$ cat src/rtl/control_sequencer_if.sv
// Control sequencer <-> datapath signal bundle.
// master: the sequencer (drives enables, reads IR/MemReady).
// slave:  the datapath side (drives IR/MemReady, reads enables).
interface control_sequencer_if;
   logic [31:0] IR;
   logic        MemReady;
   logic        PCout, Zlowout, MDRout, Rout;
   logic        MARin, Zin, PCin, MDRin, IRin, Yin, Rin;
   logic        IncPC, Read;
   logic        ADD, SUB, AND, OR;
   logic        Gra, Grb, Grc;
   logic        Run;
   logic [15:0] InstrCount;
   logic [3:0]  Tstate;

   modport master (
      input  IR, MemReady,
      output PCout, Zlowout, MDRout, Rout,
      output MARin, Zin, PCin, MDRin, IRin, Yin, Rin,
      output IncPC, Read, ADD, SUB, AND, OR, Gra, Grb, Grc,
      output Run, InstrCount, Tstate
   );

   modport slave (
      output IR, MemReady,
      input  PCout, Zlowout, MDRout, Rout,
      input  MARin, Zin, PCin, MDRin, IRin, Yin, Rin,
      input  IncPC, Read, ADD, SUB, AND, OR, Gra, Grb, Grc,
      input  Run, InstrCount, Tstate
   );
endinterface

$ cat src/rtl/control_sequencer.sv
// Hardwired control sequencer: fetch (T0-T2), decode (T3), ALU
// register-to-register execute (T4-T5), with memory wait and halt.
module control_sequencer (
   input  logic                Clock,
   input  logic                Reset,
   control_sequencer_if.master bus
);

   typedef enum logic [3:0] {
      S_RESET = 4'd0,
      S_T0    = 4'd1,
      S_T1    = 4'd2,
      S_T1W   = 4'd3,
      S_T2    = 4'd4,
      S_T3    = 4'd5,
      S_T4    = 4'd6,
      S_T5    = 4'd7,
      S_HALT  = 4'd8
   } state_t;

   localparam logic [4:0] OP_ADD  = 5'b00011;
   localparam logic [4:0] OP_SUB  = 5'b00100;
   localparam logic [4:0] OP_AND  = 5'b00101;
   localparam logic [4:0] OP_OR   = 5'b00110;
   localparam logic [4:0] OP_HALT = 5'b11011;

   state_t      r_state;
   logic [15:0] r_instr_cnt;
   logic [4:0]  r_op;

   logic [4:0]  w_opcode;
   logic        w_alu_op;
   logic        w_unused_ir;

   logic w_pcout, w_zlowout, w_mdrout, w_rout;
   logic w_marin, w_zin, w_pcin, w_mdrin, w_irin, w_yin, w_rin;
   logic w_incpc, w_read, w_add, w_sub, w_and, w_or;
   logic w_gra, w_grb, w_grc;

   assign w_opcode    = bus.IR[31:27];
   assign w_alu_op    = (w_opcode == OP_ADD) || (w_opcode == OP_SUB) ||
                        (w_opcode == OP_AND) || (w_opcode == OP_OR);
   // register fields are decoded by the datapath's select-encode logic
   assign w_unused_ir = ^bus.IR[26:0];

   // state sequencing, opcode latch for T4 and retired-instruction count
   always_ff @(posedge Clock) begin
      if (!Reset) begin
         r_state     <= S_RESET;
         r_instr_cnt <= '0;
         r_op        <= '0;
      end else begin
         case (r_state)
            S_RESET: r_state <= S_T0;
            S_T0:    r_state <= S_T1;
            S_T1:    r_state <= bus.MemReady ? S_T2 : S_T1W;
            S_T1W:   if (bus.MemReady) r_state <= S_T2;
            S_T2:    r_state <= S_T3;
            S_T3: begin
               r_op <= w_opcode;
               if (w_alu_op) begin
                  r_state <= S_T4;
               end else begin
                  r_instr_cnt <= r_instr_cnt + 16'd1;
                  r_state     <= (w_opcode == OP_HALT) ? S_HALT : S_T0;
               end
            end
            S_T4:    r_state <= S_T5;
            S_T5: begin
               r_instr_cnt <= r_instr_cnt + 16'd1;
               r_state     <= S_T0;
            end
            S_HALT:  r_state <= S_HALT;
            default: r_state <= S_RESET;
         endcase
      end
   end

   // control enables decoded from the state register; T3 must see the IR
   // loaded on the T2->T3 edge, so enables are decoded rather than registered
   always_comb begin
      w_pcout = 1'b0; w_zlowout = 1'b0; w_mdrout = 1'b0; w_rout = 1'b0;
      w_marin = 1'b0; w_zin = 1'b0; w_pcin = 1'b0; w_mdrin = 1'b0;
      w_irin = 1'b0; w_yin = 1'b0; w_rin = 1'b0;
      w_incpc = 1'b0; w_read = 1'b0;
      w_add = 1'b0; w_sub = 1'b0; w_and = 1'b0; w_or = 1'b0;
      w_gra = 1'b0; w_grb = 1'b0; w_grc = 1'b0;
      case (r_state)
         S_T0: begin
            w_pcout = 1'b1; w_marin = 1'b1; w_incpc = 1'b1; w_zin = 1'b1;
         end
         S_T1: begin
            w_zlowout = 1'b1; w_pcin = 1'b1; w_read = 1'b1; w_mdrin = 1'b1;
         end
         S_T1W: begin
            w_read = 1'b1; w_mdrin = 1'b1;
         end
         S_T2: begin
            w_mdrout = 1'b1; w_irin = 1'b1;
         end
         S_T3: begin
            if (w_alu_op) begin
               w_grb = 1'b1; w_rout = 1'b1; w_yin = 1'b1;
            end
         end
         S_T4: begin
            w_grc = 1'b1; w_rout = 1'b1; w_zin = 1'b1;
            w_add = (r_op == OP_ADD);
            w_sub = (r_op == OP_SUB);
            w_and = (r_op == OP_AND);
            w_or  = (r_op == OP_OR);
         end
         S_T5: begin
            w_zlowout = 1'b1; w_gra = 1'b1; w_rin = 1'b1;
         end
         default: ;
      endcase
   end

   assign bus.PCout      = w_pcout;
   assign bus.Zlowout    = w_zlowout;
   assign bus.MDRout     = w_mdrout;
   assign bus.Rout       = w_rout;
   assign bus.MARin      = w_marin;
   assign bus.Zin        = w_zin;
   assign bus.PCin       = w_pcin;
   assign bus.MDRin      = w_mdrin;
   assign bus.IRin       = w_irin;
   assign bus.Yin        = w_yin;
   assign bus.Rin        = w_rin;
   assign bus.IncPC      = w_incpc;
   assign bus.Read       = w_read;
   assign bus.ADD        = w_add;
   assign bus.SUB        = w_sub;
   assign bus.AND        = w_and;
   assign bus.OR         = w_or;
   assign bus.Gra        = w_gra;
   assign bus.Grb        = w_grb;
   assign bus.Grc        = w_grc;
   assign bus.Run        = (r_state != S_RESET) && (r_state != S_HALT);
   assign bus.InstrCount = r_instr_cnt;
   assign bus.Tstate     = r_state;

endmodule
$ cat src/flat_wrapper.sv
// flat-port wrapper written by rule: the top's interface ports become plain ports
module control_sequencer_flat 
  (Clock, Reset, bus_IR, bus_MemReady, bus_PCout, bus_Zlowout, bus_MDRout, bus_Rout, bus_MARin, bus_Zin, bus_PCin, bus_MDRin, bus_IRin, bus_Yin, bus_Rin, bus_IncPC, bus_Read, bus_ADD, bus_SUB, bus_AND, bus_OR, bus_Gra, bus_Grb, bus_Grc, bus_Run, bus_InstrCount, bus_Tstate);
  control_sequencer_if bus_i ();
  input  logic Clock;
  input  logic Reset;
  input wire logic [$bits(bus_i.IR)-1:0] bus_IR;
  input wire logic [$bits(bus_i.MemReady)-1:0] bus_MemReady;
  output wire logic [$bits(bus_i.PCout)-1:0] bus_PCout;
  output wire logic [$bits(bus_i.Zlowout)-1:0] bus_Zlowout;
  output wire logic [$bits(bus_i.MDRout)-1:0] bus_MDRout;
  output wire logic [$bits(bus_i.Rout)-1:0] bus_Rout;
  output wire logic [$bits(bus_i.MARin)-1:0] bus_MARin;
  output wire logic [$bits(bus_i.Zin)-1:0] bus_Zin;
  output wire logic [$bits(bus_i.PCin)-1:0] bus_PCin;
  output wire logic [$bits(bus_i.MDRin)-1:0] bus_MDRin;
  output wire logic [$bits(bus_i.IRin)-1:0] bus_IRin;
  output wire logic [$bits(bus_i.Yin)-1:0] bus_Yin;
  output wire logic [$bits(bus_i.Rin)-1:0] bus_Rin;
  output wire logic [$bits(bus_i.IncPC)-1:0] bus_IncPC;
  output wire logic [$bits(bus_i.Read)-1:0] bus_Read;
  output wire logic [$bits(bus_i.ADD)-1:0] bus_ADD;
  output wire logic [$bits(bus_i.SUB)-1:0] bus_SUB;
  output wire logic [$bits(bus_i.AND)-1:0] bus_AND;
  output wire logic [$bits(bus_i.OR)-1:0] bus_OR;
  output wire logic [$bits(bus_i.Gra)-1:0] bus_Gra;
  output wire logic [$bits(bus_i.Grb)-1:0] bus_Grb;
  output wire logic [$bits(bus_i.Grc)-1:0] bus_Grc;
  output wire logic [$bits(bus_i.Run)-1:0] bus_Run;
  output wire logic [$bits(bus_i.InstrCount)-1:0] bus_InstrCount;
  output wire logic [$bits(bus_i.Tstate)-1:0] bus_Tstate;
  assign bus_i.IR = bus_IR;
  assign bus_i.MemReady = bus_MemReady;
  assign bus_PCout = bus_i.PCout;
  assign bus_Zlowout = bus_i.Zlowout;
  assign bus_MDRout = bus_i.MDRout;
  assign bus_Rout = bus_i.Rout;
  assign bus_MARin = bus_i.MARin;
  assign bus_Zin = bus_i.Zin;
  assign bus_PCin = bus_i.PCin;
  assign bus_MDRin = bus_i.MDRin;
  assign bus_IRin = bus_i.IRin;
  assign bus_Yin = bus_i.Yin;
  assign bus_Rin = bus_i.Rin;
  assign bus_IncPC = bus_i.IncPC;
  assign bus_Read = bus_i.Read;
  assign bus_ADD = bus_i.ADD;
  assign bus_SUB = bus_i.SUB;
  assign bus_AND = bus_i.AND;
  assign bus_OR = bus_i.OR;
  assign bus_Gra = bus_i.Gra;
  assign bus_Grb = bus_i.Grb;
  assign bus_Grc = bus_i.Grc;
  assign bus_Run = bus_i.Run;
  assign bus_InstrCount = bus_i.InstrCount;
  assign bus_Tstate = bus_i.Tstate;
  control_sequencer u_core (.Clock(Clock), .Reset(Reset), .bus(bus_i));
endmodule
$ cat config.mk
export PLATFORM = sky130hd
export DESIGN_NAME = control_sequencer_flat
export DESIGN_NICKNAME = d
export VERILOG_FILES = /design/src/rtl/control_sequencer_if.sv /design/src/rtl/control_sequencer.sv /design/src/flat_wrapper.sv
export SDC_FILE = /design/constraint.sdc
export NUM_CORES = 1
export LEC_CHECK = 0
export CORE_AREA = 2 2 65 67
export DETAILED_ROUTE_END_ITERATION = 8
export DIE_AREA = 0 0 67 69
export HOLD_SLACK_MARGIN = 0.15
export PLACE_DENSITY = 0.76
export RECOVER_POWER = 25
export SLEW_MARGIN = 0
export SYNTH_ARGS = -nofsm -noshare
export SYNTH_HDL_FRONTEND = slang
export SYNTH_SLANG_ARGS = --single-unit
$ cat constraint.sdc
create_clock -name Clock -period 1.85 [get_ports Clock]
set_input_delay 0.2775 -clock Clock [delete_from_list [all_inputs] [get_ports Clock]]
set_output_delay 0.2775 -clock Clock [all_outputs]
set_load 0.01 [all_outputs]
==> results of run 1 <==
## per-layer routing
metal  vias to the layer above  GRT usage, %  share of wire (%)
li1                        791             -                  -
met1                       731          22.1                 44
met2                        39          29.6                 50
met3                         6          2.45                4.5
met4                         0          4.08                1.4
met5                         -             0                  0
## cells in the final DEF, fill, tap and decap left out, types with 3 or more instances in the layout
cell type / n
o21ai_0: 8
dlygate4sd2_1: 16
dfxtp_1: 23
a21oi_1: 16
clkbuf_8: 3
mux2i_1: 6
dlygate4sd3_1: 7
or4_1: 5
clkbuf_2: 4
nor4_2: 4
or3_1: 3
nand3_1: 4
nand2_1: 27
nand4_1: 3
buf_4: 24
nand2b_1: 8
buf_6: 4
nor2_1: 6
clkdlybuf4s50_1: 18
inv_1: 8
o31ai_1: 6
## cell type report
cell class | count | share of cell area (%)
Clock buffer | 4 | 2.02
Inverter | 8 | 1.34
Multi-Input combinational cell | 135 | 41.2
Sequential cell | 25 | 22.5
Tap cell | 50 | 2.80
Timing Repair Buffer | 77 | 30.1
## metrics by stage
| step | instance area [sq um] | hold WS (ns) |
|---|---|---|
| global route | 2230 | 0.471 |
| floorplan | 1460 | 0.413 |
| global placement | 2090 | 0.456 |
| finish | 2230 | 0.433 |
| CTS | 2170 | 0.435 |
| detailed placement | 2090 | 0.464 |
## state kept, by name, summed over array words and instances, names as in the netlist
name / flops
u_core.bus.InstrCount: 16
u_core.r_op: 5
u_core.bus.Tstate: 4
## critical path: stages
cell	delay [ns]
clkdlybuf4s50_1	0.46
and3b_2	0.24
buf_4	0.15
o211a_2	0.30
or4_1	0.47
a21oi_1	0.14
## power by group through the flow
stage	clock, W	sequential (W)	combinational [W]
final	0.000324	0.000556	0.000255
after global routing	0.000350	0.000557	0.000275
after CTS	0.000326	0.000555	0.000239
after detailed placement	0	0.000564	0.000244
after global placement	0	0.000563	0.000242
after floorplan	0	0.000567	0.000114
## how the worst max path moves through the flow
stage,start,endpoint,cells past startpoint
after floorplan,u_core.bus.Tstate[0],bus_Zin,4
after global placement,bus_IR[29],bus_Rout,5
after detailed placement,bus_IR[29],bus_Rout,5
after CTS,bus_IR[28],u_core.bus.InstrCount[4],6
after global routing,u_core.bus.Tstate[3],bus_Zlowout,5
final,bus_IR[27],u_core.bus.InstrCount[8],6
## cell families after synthesis
logic type	Yosys count
AND/OR/NAND/NOR	84
buffers and inverters	23
AO/OA/AOI/OAI	42
multiplexers	6
flip-flops	25
adder cells (fa/ha/maj)	1
## timing repair
item                                    in CTS  in global routing
endpoints found under the setup margin      29                 22
gates cloned                                 1                  1
setup buffers                                0                  5
pin swaps                                    1                  4
resized for setup                           35                 22
==> run_results.csv, run 1 <==
group,metric,value,unit
run_status,outcome,"finished clean",
logic_synthesis,synthMuxAreaShare,4.11,%
worst_setup_path,r2r_slack,0.10,ns
worst_setup_path,crit_path_start_kind,"input port",
logic_synthesis,synth_nets,217,
floorplan,core,3910,sq um
global_routing,antenna_found_initial,0,
logic_synthesis,netlist_area,1460,sq um
logic_synthesis,yosysMostFrequentCell,"nand2_1",
pwr,clkPwrFrac,28.6,%
floorplan,die_h,69,um
floorplan,die_area,4620,sq um
logic_synthesis,syn-instance-count,181,
placement,placed_cells,288,
clocking,clock_latency,0.27,ns
clocking,cts_tree,"yes",
logic_synthesis,synth_top_family_by_area,"simple AND/OR/NAND/NOR gates",
logic_synthesis,ys_seq_area_share,34.3,%
logic_synthesis,ys_top_cells_by_count,"nand2_1, dfxtp_1, a21oi_1",
worst_setup_path,endpoint_kind,"flop",
clocking,cts_made_buffers,3,
logic_synthesis,synth-compound-area-share,17.8,%
global_routing,overflow,0,
worst_setup_path,critical_path_class,"input port to flop",
pwr,p_per_area,508,nW/um^2
routing,ant_nets,0,
layout,nFillCells,366,
sta,hold_violations,0,
sta,tns,0,ns
routing,drt-pass1-iter-count,4,
floorplan,dieWidth,67,um
sta,slew_viol_final,0,
worst_hold_path,hold_end,"u_core.r_op[2]",
pwr,p_comb_share,22.5,%
global_routing,grt_max_degree,16,
worst_setup_path,reg2reg_to,"u_core.bus.InstrCount[6]",
logic_synthesis,synth-async-reset-ratio,0,%
routing,wl_per_cell,13.6,um
sta,period_needed,1.84,ns
worst_setup_path,r2r-start,"u_core.bus.Tstate[2]",
sta,max_slew.worst_pin.slew,0.508,ns
logic_synthesis,syn_avg_cell_area,8.07,sq um
pwr,vdd_drop_max,0.227,mV
global_routing,grt_first_pass_wirelength,6440,um
pwr,p_sw,0.000306,W
routing,drt_iter0_markers,87,
logic_synthesis,synth_xor_xnor_area_share,0,%
layout,num_antenna_cells,0,
sta,layout_worst_path_cycle_share,99.6,%
worst_setup_path,cp_max_fo,6,
sta,setup_viol,0,
logic_synthesis,synth_top_cell_by_area,"dfxtp_1",
logic_synthesis,yosys_warnings,0,
logic_synthesis,ys_types,41,
placement,dp_hpwl,2670,um
run,cap_viol_max_count,0,
layout,syn_to_final_growth,53.0,%
logic_synthesis,synth_seq_cells,25,
clocking,numClockSinks,25,
worst_setup_path,reg2reg_depth,6,
logic_synthesis,netlist_top_cells_area,"dfxtp_1, nand2_1, a21oi_1",
global_routing,grt_use_total,17.2,%
sta,clock.fmax,543,MHz
pwr,fin_total_pwr,0.00113,W
sta,setup_slack,0.00708,ns
logic_synthesis,synth-edff-count,0,
clocking,cts_root_buf,"clkbuf_8",
global_routing,grt_pass1_vias,1483,
routing,drc_errors,0,
logic_synthesis,synth_ff_type,"dfxtp_1",
clocking,cts_buffer_depth,2,
routing,routed-via-count,1567,
worst_hold_path,hold_path_depth,3,
sta,max-slew-margin-rel,66.1,%
clocking,holdBufCountCts,0,
placement,port_buffers,48,
layout,drive_gt1_share,23.7,%
pwr,pwr-share-seq,49.0,%
layout,multiInputGateArea,921,sq um
sta,fin_worst_skew,0.00711,ns
worst_setup_path,required,2.05,ns
placement,gp_congestion,0.800,
logic_synthesis,yosys.area_share.simple,34.3,%
floorplan,io_pins,76,
clocking,htreeDepth,1,
logic_synthesis,synth_top_area_share,34.3,%
worst_hold_path,min_path_type,"input port to flop",
worst_hold_path,hp-start,"bus_IR[29]",
routing,viasPerCell,5.24,
floorplan,initial_core_util,37.3,%
layout,nets,286,
clocking,cts.reportedPaths.clkPinSlew,0.08,ns
placement,pre_cts_ws,-0.314,ns
logic_synthesis,yosys.area_share.adder,0.857,%
layout,regArea,503,sq um
worst_setup_path,crit_arrival,2.04,ns
pwr,intPower,0.000829,W
layout,layout.cells.non_filler,299,
pwr,cellLeakagePower,0.885,nW
layout,final_core_util,57.1,%
floorplan,rows,23,
pwr,sw_frac_of_total,27.0,%
routing,routed_wl,4070,um
No activity file was read; power rests on OpenSTA's default activity.
==> run 2: changes to the inputs <==
- PLACE_DENSITY: 0.76 -> 0.72
==> run_results.csv, run 2 (synthesis results as in run 1) <==
group,metric,value,unit
layout,nFillCells,397,
worst_setup_path,r2r_slack,0.14,ns
placement,gp_congestion,0.803,
floorplan,io_pins,76,
routing,wl_per_cell,13.4,um
pwr,cellLeakagePower,0.842,nW
worst_hold_path,hold_path_depth,3,
routing,drt-pass1-iter-count,4,
sta,fin_hold_ws,0.331,ns
worst_setup_path,slowest_delay,0.37,ns
global_routing,overflow,0,
worst_setup_path,required,1.57,ns
routing,viasPerCell,5.25,
floorplan,core,3910,sq um
worst_hold_path,hold_end,"u_core.r_op[1]",
sta,setup_viol,0,
worst_setup_path,cp_cell_sequence,"buf_6, inv_1, nand2_2, nor3_1, or2_2, clkdlybuf4s15_1",
layout,drive_gt1_share,23.0,%
routing,ant_nets,0,
worst_setup_path,critical_path_class,"flop to output pin",
clocking,cts_root_buf,"clkbuf_8",
sta,layout_worst_path_cycle_share,96.2,%
clocking,numClockSinks,25,
global_routing,grt_pass1_vias,1380,
sta,slew_viol_final,0,
layout,syn_to_final_growth,49.3,%
floorplan,initial_core_util,37.3,%
global_routing,grt_max_degree,16,
sta,max-slew-margin-rel,68.2,%
placement,dp_hpwl,2750,um
pwr,fin_total_pwr,0.00113,W
layout,largest_reg_flops,16,
floorplan,die_area,4620,sq um
floorplan,die_h,69,um
global_routing,grt_first_pass_wirelength,6290,um
layout,num_antenna_cells,0,
run,cap_viol_max_count,0,
run_status,outcome,"finished clean",
layout,final_cell_mix,"nand2_1, clkdlybuf4s50_1, buf_4, dfxtp_1, a21oi_1",
global_routing,antenna_found_initial,0,
placement,placed_cells,287,
clocking,htreeDepth,1,
pwr,vdd_drop_max,0.333,mV
worst_setup_path,crit_arrival,1.50,ns
sta,hold_violations,0,
routing,routed-via-count,1543,
worst_setup_path,cp_max_fo,6,
routing,routed_wl,3940,um
clocking,clock_latency,0.27,ns
sta,period_needed,1.78,ns
sta,max_slew.worst_pin.slew,0.476,ns
layout,layout.cells.non_filler,294,
pwr,p_per_area,520,nW/um^2
floorplan,dieWidth,67,um
global_routing,grt_use_total,16.9,%
layout,layout.cells.most_common,"nand2_1",
clocking,cts_made_buffers,3,
worst_setup_path,reg2reg_to,"u_core.bus.InstrCount[6]",
layout,final_core_util,55.7,%
sta,clock.fmax,562,MHz
worst_hold_path,min_path_type,"input port to flop",
worst_setup_path,critPathTopFamily,"buffers and inverters",
clocking,cts_buffer_depth,2,
routing,drc_errors,0,
worst_setup_path,reg2reg_depth,5,
placement,port_buffers,48,
clocking,cts_tree,"yes",
clocking,holdBufCountCts,0,
worst_setup_path,r2r-start,"u_core.bus.Tstate[3]",
sta,rsz0062_at_grt,"true",
worst_setup_path,endpoint_kind,"output pin",
clocking,cts.reportedPaths.clkPinSlew,0.10,ns
floorplan,rows,23,
worst_setup_path,crit_buf_inv,3,
routing,drt_iter0_markers,86,
worst_setup_path,crit_path_start_kind,"flop",
layout,nets,281,
sta,fin_worst_skew,0.00305,ns
worst_hold_path,hp-start,"bus_IR[28]",
worst_setup_path,worst_path_max_delay_cell,"dfxtp_2",
==> run 2: how the worst max path moves through the flow <==
stage                                    start     endpoint  depth (start not counted)
final                     u_core.bus.Tstate[2]  bus_Zlowout                          6
after global routing      u_core.bus.Tstate[0]      bus_AND                          5
after CTS                 u_core.bus.Tstate[0]      bus_ADD                          5
after detailed placement            bus_IR[29]     bus_Rout                          5
after global placement              bus_IR[29]     bus_Rout                          5
after floorplan           u_core.bus.Tstate[0]      bus_Zin                          4
==> run 2: stage by stage <==
step / instance area, sq um / setup WS (ns) / setup TNS [ns]
2_1_floorplan: 1460 / 0.120 / 0
3_3_place_gp: 2080 / -0.285 / -3.82
3_5_place_dp: 2080 / -0.322 / -4.53
6_report: 2180 / 0.0697 / 0
4_1_cts: 2180 / -0.000450 / -0.000450
5_1_grt: 2180 / -0.0128 / -0.0128
==> run 2: worst min-delay path, cell delays in order <==
cell,delay (ns)
dlymetal6s2s_1,0.16
nand2_1,0.07
a21oi_1,0.05
==> run 2: what timing repair did <==
item | CTS | global route
pin swaps | 3 | 1
setup endpoints to repair | 27 | 19
buffers inserted | 2 | 0
cloned | 1 | 0
gates resized for setup | 41 | 21
==> run 2: power breakdown <==
group / leakage (nW) / internal, W / switching, W / total (W)
Clock: 0.0217 / 0.000153 / 0.000188 / 0.000341
Sequential: 0.203 / 0.000548 / 0.00000824 / 0.000556
Combinational: 0.616 / 0.000118 / 0.000119 / 0.000237
==> run 2: metal layers <==
metal  track usage (%)  vias to the layer above  routed length, um
met5                 0                        -                  0
met3              2.45                        2                126
li1                  -                      785                  -
met4              4.08                        0                 28
met1              23.0                      724               1820
met2              27.6                       32               1970
==> run 2: final cells by class <==
cell class / instances / area [sq um] / share of cell area [%]
Clock inverter: 1 / 7.51 / 0.344
Clock buffer: 3 / 41.3 / 1.89
Multi-Input combinational cell: 134 / 900 / 41.3
Timing Repair Buffer: 73 / 633 / 29.0
Tap cell: 50 / 62.6 / 2.87
Sequential cell: 25 / 505 / 23.2
Inverter: 8 / 30.0 / 1.38
==> run 3: changes to the inputs <==
- CORE_AREA: 2 2 65 67 -> 5 5 68 70
- DIE_AREA: 0 0 67 69 -> 0 0 73 75
- clock period: 1.85 -> 1.98 ns (I/O delays scaled with it)
==> run_results.csv, run 3 (synthesis results as in run 1) <==
group,metric,value,unit
placement,placed_area,2070,sq um
sta,setup_slack,0.0733,ns
clocking,cts_buffer_depth,2,
pwr,p_sw,0.000273,W
clocking,cts_root_buf,"clkbuf_8",
layout,layout.cells.most_common,"nand2_1",
pwr,sw_frac_of_total,26.3,%
clocking,numClockSinks,25,
routing,routed-via-count,1484,
worst_setup_path,cp_cell_sequence,"clkdlybuf4s50_1, and3b_1, buf_4, o211a_4, or4_1, a21oi_1",
global_routing,busiest_layer,"met2",
sta,max_slew.worst_pin.slew,0.447,ns
pwr,vdd_drop_max,0.304,mV
run,cap_viol_max_count,0,
placement,placed_cells,286,
global_routing,grt_pass1_vias,1290,
routing,drt-pass1-iter-count,4,
placement,pre_cts_ws,-0.258,ns
global_routing,grt_use_total,13.4,%
worst_setup_path,crit_path_start_kind,"input port",
clocking,holdBufCountCts,0,
worst_setup_path,crit_arrival,2.10,ns
layout,final_area,2180,sq um
sta,layout_worst_path_cycle_share,96.3,%
sta,rsz0062_at_grt,"false",
floorplan,core,3910,sq um
routing,ant_nets,0,
routing,routed_wl,3690,um
floorplan,initial_core_util,37.3,%
global_routing,gr-usage-met3,1.74,%
pwr,p_comb_share,21.4,%
pwr,p_per_area,476,nW/um^2
global_routing,use_met1,19.7,%
placement,port_buffers,48,
sta,clock.fmax,524,MHz
global_routing,grt_first_pass_wirelength,5950,um
layout,nets,277,
sta,setup_viol,0,
sta,period_needed,1.91,ns
sta,slew_viol_final,0,
clocking,htreeDepth,1,
worst_setup_path,cp_max_fo,24,
layout,syn_to_final_growth,49.2,%
floorplan,die_area,5480,sq um
layout,layout.cells.non_filler,290,
global_routing,grt_max_degree,25,
floorplan,die_h,75,um
pwr,intPower,0.000764,W
run_status,outcome,"finished clean",
routing,drc_errors,0,
worst_hold_path,min_path_type,"input port to flop",
pwr,cellLeakagePower,0.925,nW
clocking,cts_tree,"yes",
worst_setup_path,worst_path_max_delay_cell,"or4_1",
placement,dp_hpwl,2750,um
layout,largest_reg_flops,16,
clocking,cts_made_buffers,3,
floorplan,dieWidth,73,um
sta,fin_worst_skew,0.00241,ns
worst_setup_path,critPathTopFamily,"simple AND/OR/NAND/NOR gates",
layout,num_antenna_cells,0,
worst_setup_path,crit_buf_inv,2,
layout,drive_gt1_share,17.1,%
layout,final_cell_mix,"nand2_1, dfxtp_1, a21oi_1, clkdlybuf4s50_1, buf_4",
global_routing,antenna_found_initial,0,
routing,viasPerCell,5.12,
clocking,cts.reportedPaths.clkPinSlew,0.08,ns
floorplan,rows,23,
sta,tns,0,ns
clocking,clock_latency,0.26,ns
routing,wl_per_cell,12.7,um
worst_setup_path,slowest_delay,0.49,ns
worst_setup_path,endpoint_kind,"flop",
worst_setup_path,critical_path_class,"input port to flop",
placement,gp_congestion,0.831,
routing,drt_iter0_markers,129,
pwr,clkPwrFrac,28.7,%
global_routing,overflow,0,
sta,max-slew-margin-rel,70.2,%
floorplan,io_pins,76,
layout,final_core_util,55.7,%
worst_setup_path,required,2.18,ns
pwr,pwr-share-seq,49.9,%
sta,hold_violations,0,
global_routing,grt_use_met2,20.6,%
run 3: layout make-up:
class                      count  area, sq um
clock buffer                   4         45.0
fill                         383         1740
inverter                       8         30.0
multi-input combinational    133          893
sequential                    25          505
tap                           50         62.6
timing repair buffer          70          642
run 3: final timing paths:
| path | startpoint | endpoint | slack (ns) | cells after the start |
|---|---|---|---|---|
| max | bus_IR[28] | u_core.bus.InstrCount[6] | 0.07 | 6 |
| min | bus_IR[29] | u_core.r_op[2] | 0.35 | 3 |
| max reg2reg | u_core.bus.Tstate[3] | u_core.bus.InstrCount[6] | 0.27 | 5 |
| min reg2reg | u_core.bus.InstrCount[15] | u_core.bus.InstrCount[15] | 0.47 | 2 |
run 3: what timing repair did:
action                     4_1_cts  5_1_grt
setup buffers                    0        0
gates resized for setup         27       10
pin swaps                        1        0
setup endpoints to repair       15        9
run 3: power by group through the flow:
stage	clock (W)	sequential (W)	combinational, W
CTS	0.000305	0.000518	0.000224
global placement	0	0.000526	0.000222
global route	0.000332	0.000519	0.000242
detailed placement	0	0.000526	0.000224
finish	0.000298	0.000517	0.000222
floorplan	0	0.000530	0.000106
run 3: stage by stage:
step / power [W] / hold WS (ns)
after floorplan: 0.000636 / 0.433
after global placement: 0.000749 / 0.460
after detailed placement: 0.000750 / 0.461
after CTS: 0.00105 / 0.478
after global routing: 0.00109 / 0.362
final: 0.00104 / 0.351
run 3: worst register-to-register path: cells and delay by family, from the launching register on:
family | cells | cell delay, ns
AND/OR/NAND/NOR | 3 | 0.99
flip-flops | 1 | 0.32
buffers and inverters | 1 | 0.18
AO/OA/AOI/OAI | 1 | 0.15
run 3: routing by layer:
layer / wire [um] / share of wire, %
met1: 1790 / 48
met2: 1740 / 47
met3: 139 / 3.8
met4: 29 / 0.79
met5: 0 / 0
